**src/rtl/rv32i_types.sv**
```systemverilog
// Shared RV32I pipeline types.
//   rv32i_reg      : 5-bit architectural register index (x0..x31)
//   hazard_state_t : hazard controller states (RUN, MEM_STALL, LU_BUBBLE)
package rv32i_types;

  typedef logic [4:0] rv32i_reg;

  typedef enum logic [1:0] {
    RUN       = 2'd0,
    MEM_STALL = 2'd1,
    LU_BUBBLE = 2'd2
  } hazard_state_t;

endpackage

```
**src/rtl/sat_counter.sv**
```systemverilog
// Saturating up-counter used for the hazard performance counters.
// Ports:
//   clk     : rising-edge clock
//   rst     : synchronous active-low reset, clears the count
//   inc_i   : increment request for this cycle
//   count_o : current count; holds at all-ones instead of wrapping
module sat_counter #(
  parameter int width = 32
) (
  input  logic             clk,
  input  logic             rst,
  input  logic             inc_i,
  output logic [width-1:0] count_o
);

  localparam logic [width-1:0] ONE = {{(width-1){1'b0}}, 1'b1};

  logic [width-1:0] count_reg;

  always_ff @(posedge clk) begin
    if (!rst) begin
      count_reg <= '0;
    end else if (inc_i && (count_reg != '1)) begin
      count_reg <= count_reg + ONE;
    end
  end

  assign count_o = count_reg;

endmodule

```
**src/rtl/hazard_controller.sv**
```systemverilog
// Pipeline hazard controller for a 5-stage RV32I core.
// Freezes the whole pipeline on instruction/data memory misses, inserts a
// single bubble for load-use hazards, and flushes IF/ID and ID/EX on taken
// redirects. A redirect seen during a memory stall is remembered and applied
// on the first unstalled cycle.
//
// Ports:
//   clk, rst                    : clock, synchronous active-low reset
//   IF_ID_rs1_i/IF_ID_rs2_i     : source registers of the ID instruction
//   ID_EX_rd_i/ID_EX_mem_read_i : destination / load flag of the EX instruction
//   br_taken_i                  : EX resolved a taken branch or jump
//   imem_read_i/imem_resp_i     : fetch request / response
//   dmem_read_i/dmem_write_i/dmem_resp_i : MEM-stage request / response
//   *_load_o                    : pipeline register enables
//   ID_EX_bubble_o              : ID/EX captures a nop control word
//   IF_ID_flush_o/ID_EX_flush_o : IF/ID and ID/EX capture a nop
//   stall_cycles_o/flush_count_o: saturating performance counters
//
// Build option: define HAZARD_PERF_CNT_EN to implement the performance
// counters; without it the counter ports read 0 and no counter flops exist.
module hazard_controller
  import rv32i_types::*;
#(
  parameter int width = 32
) (
  input  logic             clk,
  input  logic             rst,
  input  rv32i_reg         IF_ID_rs1_i,
  input  rv32i_reg         IF_ID_rs2_i,
  input  rv32i_reg         ID_EX_rd_i,
  input  logic             ID_EX_mem_read_i,
  input  logic             br_taken_i,
  input  logic             imem_read_i,
  input  logic             imem_resp_i,
  input  logic             dmem_read_i,
  input  logic             dmem_write_i,
  input  logic             dmem_resp_i,
  output logic             pc_load_o,
  output logic             IF_ID_load_o,
  output logic             ID_EX_load_o,
  output logic             EX_MEM_load_o,
  output logic             MEM_WB_load_o,
  output logic             ID_EX_bubble_o,
  output logic             IF_ID_flush_o,
  output logic             ID_EX_flush_o,
  output logic [width-1:0] stall_cycles_o,
  output logic [width-1:0] flush_count_o
);

  hazard_state_t state_reg, state_next;
  logic          flush_pending_reg, flush_pending_next;
  logic          mem_stall;
  logic          load_use;
  logic          flush_req;

  assign mem_stall = (imem_read_i & ~imem_resp_i)
                   | ((dmem_read_i | dmem_write_i) & ~dmem_resp_i);

  // x0 never carries a loaded value, so it cannot create a hazard.
  assign load_use = ID_EX_mem_read_i & (|ID_EX_rd_i)
                  & ((ID_EX_rd_i == IF_ID_rs1_i) | (ID_EX_rd_i == IF_ID_rs2_i));

  assign flush_req = br_taken_i | flush_pending_reg;

  // Enables must react in the same cycle a miss is seen, so the control
  // word is decoded combinationally from the current state and inputs.
  always_comb begin
    pc_load_o          = 1'b0;
    IF_ID_load_o       = 1'b0;
    ID_EX_load_o       = 1'b0;
    EX_MEM_load_o      = 1'b0;
    MEM_WB_load_o      = 1'b0;
    ID_EX_bubble_o     = 1'b0;
    IF_ID_flush_o      = 1'b0;
    ID_EX_flush_o      = 1'b0;
    state_next         = state_reg;
    flush_pending_next = flush_pending_reg;

    if (!rst) begin
      state_next         = RUN;
      flush_pending_next = 1'b0;
    end else if (mem_stall) begin
      // Freeze everything; a redirect arriving now is deferred.
      state_next = MEM_STALL;
      if (br_taken_i) begin
        flush_pending_next = 1'b1;
      end
    end else begin
      // MEM_STALL with the miss resolved behaves exactly like RUN.
      pc_load_o     = 1'b1;
      IF_ID_load_o  = 1'b1;
      ID_EX_load_o  = 1'b1;
      EX_MEM_load_o = 1'b1;
      MEM_WB_load_o = 1'b1;
      state_next    = RUN;
      if (flush_req) begin
        // The flush squashes the ID instruction, so a load-use bubble is moot.
        IF_ID_flush_o      = 1'b1;
        ID_EX_flush_o      = 1'b1;
        flush_pending_next = 1'b0;
      end else if (load_use && (state_reg != LU_BUBBLE)) begin
        // The dependent instruction stays in ID for exactly one cycle; in
        // LU_BUBBLE the load has moved on and forwarding covers it.
        pc_load_o      = 1'b0;
        IF_ID_load_o   = 1'b0;
        ID_EX_bubble_o = 1'b1;
        state_next     = LU_BUBBLE;
      end
    end
  end

  always_ff @(posedge clk) begin
    if (!rst) begin
      state_reg         <= RUN;
      flush_pending_reg <= 1'b0;
    end else begin
      state_reg         <= state_next;
      flush_pending_reg <= flush_pending_next;
    end
  end

`ifdef HAZARD_PERF_CNT_EN
  logic stall_inc;

  assign stall_inc = mem_stall | ID_EX_bubble_o;

  sat_counter #(.width(width)) u_stall_cnt (
    .clk     (clk),
    .rst     (rst),
    .inc_i   (stall_inc),
    .count_o (stall_cycles_o)
  );

  sat_counter #(.width(width)) u_flush_cnt (
    .clk     (clk),
    .rst     (rst),
    .inc_i   (IF_ID_flush_o),
    .count_o (flush_count_o)
  );
`else
  assign stall_cycles_o = '0;
  assign flush_count_o  = '0;
`endif

endmodule

```
**config.mk**
```make
export PLATFORM = sky130hd
export DESIGN_NAME = hazard_controller
export DESIGN_NICKNAME = d
export VERILOG_FILES = /design/src/rtl/rv32i_types.sv /design/src/rtl/sat_counter.sv /design/src/rtl/hazard_controller.sv
export SDC_FILE = /design/constraint.sdc
export NUM_CORES = 1
export LEC_CHECK = 0
export CAP_MARGIN = 20
export CORE_ASPECT_RATIO = 1.75
export CORE_UTILIZATION = 27
export CTS_BUF_LIST = sky130_fd_sc_hd__clkbuf_8
export CTS_CLUSTER_DIAMETER = 150
export DETAILED_ROUTE_END_ITERATION = 12
export GPL_ROUTABILITY_DRIVEN = 0
export PLACE_DENSITY = 0.9
export SETUP_SLACK_MARGIN = 0.4
export SKIP_CTS_REPAIR_TIMING = 1
export SLEW_MARGIN = 10
export SYNTH_ARGS = -nofsm -noshare
export SYNTH_HDL_FRONTEND = slang
export SYNTH_HIERARCHICAL = 1
export SYNTH_SLANG_ARGS = --single-unit
```
**constraint.sdc**
```tcl
create_clock -name clk -period 1.7 [get_ports clk]
set_input_delay 0.34 -clock clk [delete_from_list [all_inputs] [get_ports clk]]
set_output_delay 0.34 -clock clk [all_outputs]
set_load 0.01 [all_outputs]
```
After elaboration in Yosys (flattened, before gate mapping)
Cells that the tools add are included.
- logic and storage cells: 42
- input port bits: 24
- bits in registers: 3
- output and inout port bits: 72
- equal/unequal tests: 4
- bitwise operators: 11
- reduce and logical (&&, ||, !) cells: 5
- muxes and demuxes: 19
- operators by type and width (kind ; number):
    $mux W1 ; 18
    $eq A5 B5 Y1 ; 2
    $reduce_or A5 Y1 ; 1
    $and A1 B1 Y1 ; 4
    $ne A2 B2 Y1 const B ; 2
    $or A1 B1 Y1 ; 4
    $not A1 Y1 ; 3
    $reduce_or A3 Y1 ; 1
    $mux W2 ; 1
    $reduce_and A2 Y1 ; 1
    $reduce_bool A2 Y1 ; 1
    $logic_and A1 B1 Y1 ; 1

Longest topological paths before layout
- depth in word-level cells: 8
- mapped depth: 5
- depth with buffers taken out: 4

Worst setup path before layout
OpenSTA, ideal clock, no wires.
- kind: in2out
- start point: in ID_EX_rd_i[1]
- end point: out pc_load_o
- stages on the path: 4
- path buffers: 1
- data arrival time: 1342 ps
- required time: 1360 ps
- setup slack: 18 ps
- cells stage by stage: or4_4 -> nor2_4 -> o311a_1 -> buf_4
- longest elaborated chain between the ends: 8
- elaborated cells on any way between the ends: 11
- classes of those cells: eq/ne: 2; mux: 4; bitwise: 3; reduce/logical: 2
- RTL lines (what ; line ; source):
    start: declaration ; hazard_controller.sv:30 ; input rv32i_reg ID_EX_rd_i,
    $eq A5 B5 Y1 / $reduce_or A5 Y1 (equally long branches) ; hazard_controller.sv:61, hazard_controller.sv:60 ;
    $or A1 B1 Y1 / $and A1 B1 Y1 (equally long branches) ; hazard_controller.sv:61, hazard_controller.sv:60 ;
    $and A1 B1 Y1 (*) ; hazard_controller.sv:61 ; & ((ID_EX_rd_i == IF_ID_rs1_i) | (ID_EX_rd_i == IF_ID_rs2_i));
    $logic_and A1 B1 Y1 (*) ; hazard_controller.sv:101 ; end else if (load_use && (state_reg != LU_BUBBLE)) begin
    $mux W1 (*) (4 in series) ; - ;
    end: declaration ; hazard_controller.sv:38 ; output logic pc_load_o,
Every way passes the cells marked *; elsewhere a longest branch is shown, timed or not.

Final worst setup path
- start point: in ID_EX_mem_read_i
- end point: out IF_ID_load_o
- longest elaborated chain between the ends: 7
- RTL lines (what ; line ; source):
    start: declaration ; hazard_controller.sv:31 ; input logic ID_EX_mem_read_i,
    $and A1 B1 Y1 ; hazard_controller.sv:60 ; assign load_use = ID_EX_mem_read_i & (|ID_EX_rd_i)
    $and A1 B1 Y1 ; hazard_controller.sv:61 ;
    $logic_and A1 B1 Y1 ; hazard_controller.sv:101 ;
    $mux W1 ; hazard_controller.sv:101 ;
    $mux W1 ; hazard_controller.sv:96 ; if (flush_req) begin
    $mux W1 ; hazard_controller.sv:82 ; end else if (mem_stall) begin
    $mux W1 ; hazard_controller.sv:79 ; if (!rst) begin
    end: declaration ; hazard_controller.sv:39 ; output logic IF_ID_load_o,
Every way passes these cells.

==> run metrics <==
Area Growth Syn to Fin=24.5%; Netlist Area Pre-Place=802 µm²; NumNets Final=165; Starting Density=0.291; minimum clock period=1.81 ns; fmax=551 MHz; routed vias/inst=3.51; worst setup path category=in2out; hpwl dp=1080 µm; Max clock buf depth=2; Simple-Gate Fraction of Synth Area=0.126; Worst R2R End=state_reg[1]$_SDFF_PP0_; post-synthesis adder-cell area fraction=0; CP arrival=1.47 ns; Setup-failing EPs final=3; Setup Total Neg Slack=-0.293 ns; root buffer cell=clkbuf_8; failing checks=setup timing; max reg flops=2; Mean Syn Cell Area=7.79 µm²; Total Wirelength=1330 µm; YS warnings=6; Port Buffers=31; finished layout cell area=998 µm²; Area after DPL=923 µm²; CP startpoint kind=input pin; 1st-iter DRT viols=1; crit path to=IF_ID_load_o; Vias=586; Slew Viols, Final=0; clock-pin slew on the worst setup and hold paths=0.03 ns; Mapped Cells=103; Clock Latency Late Sink=0.21 ns; final total power=0.484 mW; grt total ovfl=0; multiplexer share of the synthesized area=0; post-synthesis xor/xnor area fraction=0.109; Post-Layout Cell Count=167; Req. time, crit path=1.36 ns; largest family of logic cells by synthesized area=buffers and inverters; Placed Cells incl. Taps=162; peak supply drop=0.000242 V; R2R cell count=3; Static Leak=0.632 nW; core area=2750 µm²; Critical Path End Type=output pin; RSZ-0062 raised after global routing=true; slowest cell on the critical path=clkdlybuf4s50_1; H-tree Lvls=1; flop-to-flop setup slack=0.86 ns; total CTS buffers=3; status=complete, but fails checks; Max Cap Viol=0; CTS sink cnt=3; chip width=43.2 µm; n_diodes=0; slack of the critical path=-0.114 ns; share of the yosys chip area belonging to registers=0.0749; CP peak stage delay=0.47 ns; Crit Path Max Fanout=3; drt first pass iters=2; class of the worst hold path=in2reg; overall routing resource usage=0.0675; fin crit share=1.07; CP Launch Point=ID_EX_mem_read_i; share of cells above drive strength 1=0.314; pin count of the biggest net entering global routing=4; drt wl/cell=7.98 µm; worst hold slack=0.488 ns; library cells used by synthesis=17; CTS tree=built; num ports=96; Yosys reg bits=3; initial antenna violation count=0; die height=74.1 µm; DRC viols=0; antenna-violating nets left=0; first-pass GRT wire length=1560 µm; Final Hold Viols=0; CP Cell Sequence=clkdlybuf4s50_1, nand3_2, o311a_1, buf_2; vias in the first global route=386; R2R Path Start=state_reg[0]$_SDFF_PN0_; Die ar.=3200 µm²; Worst Skew=0.00174 ns; Compound-Gate Fraction of Synth Area=0.0390; power per standard cell area=485 nW/µm²; Rows=25
layout make-up:
type / instances / area (µm²)
Clock buffer: 3 / 41.3
Timing Repair Buffer: 38 / 330
Clock inverter: 1 / 3.75
Inverter: 2 / 7.51
Tap cell: 27 / 33.8
Multi-Input combinational cell: 93 / 522
Fill cell: 280 / 1750
Sequential cell: 3 / 60.1
metrics by stage:
stage,utilization,setup slack (ns)
global route,0.363,-0.129
global placement,0.335,-0.909
detailed placement,0.335,-0.919
finish,0.363,-0.114
CTS,0.352,-0.917
floorplan,-,0.0306
metal layers:
metal,global-route usage,vias up,wire length [µm]
li1,-,260,-
met1,0.0480,245,255
met2,0.146,79,817
met3,0.0218,2,249
met4,0.0303,0,10
met5,0,-,0
worst min-delay path by stage:
stage,from,endpoint,depth (start not counted)
after global placement,state_reg[1]$_SDFF_PP0_,state_reg[1]$_SDFF_PP0_,3
after CTS,state_reg[1]$_SDFF_PP0_,state_reg[1]$_SDFF_PP0_,3
after detailed placement,state_reg[1]$_SDFF_PP0_,state_reg[1]$_SDFF_PP0_,3
final,br_taken_i,state_reg[1]$_SDFF_PP0_,4
after floorplan,flush_pending_reg$_SDFFE_PN0P_,flush_pending_reg$_SDFFE_PN0P_,2
after global routing,br_taken_i,state_reg[1]$_SDFF_PP0_,4
critical path: cells and delay by family:
kind / cells / cell delay, ns
buf+inv: 2 / 0.62
compound gates: 1 / 0.38
simple gates: 1 / 0.12
where the power goes:
group | total [mW] | internal (mW) | switching [mW]
sequential | 0.0753 | 0.0742 | 0.00115
clock | 0.199 | 0.154 | 0.0456
combinational | 0.210 | 0.0825 | 0.127
total | 0.484 | 0.310 | 0.174
kinds of logic after synthesis:
logic type | count (synthesis)
XOR/XNOR | 10
flip-flops | 3
buffers and inverters | 70
AND/OR/NAND/NOR | 16
other | 1
AO/OA/AOI/OAI | 3
Yosys cell counts:
| cell type | count | area (µm²) |
|---|---|---|
| conb_1 | 1 | 3.75 |
| buf_4 | 68 | 510 |
| a2bb2oi_1 | 1 | 8.76 |
| nor2_1 | 5 | 18.8 |
| nor4_1 | 2 | 12.5 |
| nand2_1 | 1 | 3.75 |
| inv_1 | 2 | 7.51 |
| nor2b_1 | 2 | 12.5 |
| o311a_1 | 1 | 10.0 |
| xor2_1 | 10 | 87.6 |
| nand2b_1 | 1 | 6.26 |
| nor2_4 | 1 | 11.3 |
| dfxtp_1 | 3 | 60.1 |
| nor3_2 | 2 | 20.0 |
| nand3_1 | 1 | 5.00 |
| a22oi_2 | 1 | 12.5 |
| or4_4 | 1 | 11.3 |
layout by cell type (no fill, tap or decap):
| master | n |
|---|---|
| nand2_2 | 1 |
| a2bb2oi_2 | 1 |
| nor2_2 | 1 |
| buf_2 | 5 |
| nor2b_1 | 2 |
| buf_6 | 4 |
| xor2_1 | 7 |
| clkbuf_8 | 3 |
| clkdlybuf4s50_1 | 1 |
| a22oi_2 | 1 |
| nor4_1 | 1 |
| buf_8 | 1 |
| xor2_2 | 3 |
| dlymetal6s2s_1 | 11 |
| nor3_2 | 2 |
| nor2_1 | 3 |
| dfxtp_1 | 3 |
| conb_1 | 64 |
| buf_4 | 7 |
| or4_4 | 1 |
| clkbuf_2 | 9 |
| o311a_1 | 1 |
| nand2b_1 | 1 |
| nor2_4 | 2 |
| inv_2 | 1 |
| nor4_4 | 1 |
| inv_1 | 2 |
| nand3_2 | 1 |
No activity file was read; power rests on OpenSTA's default activity.
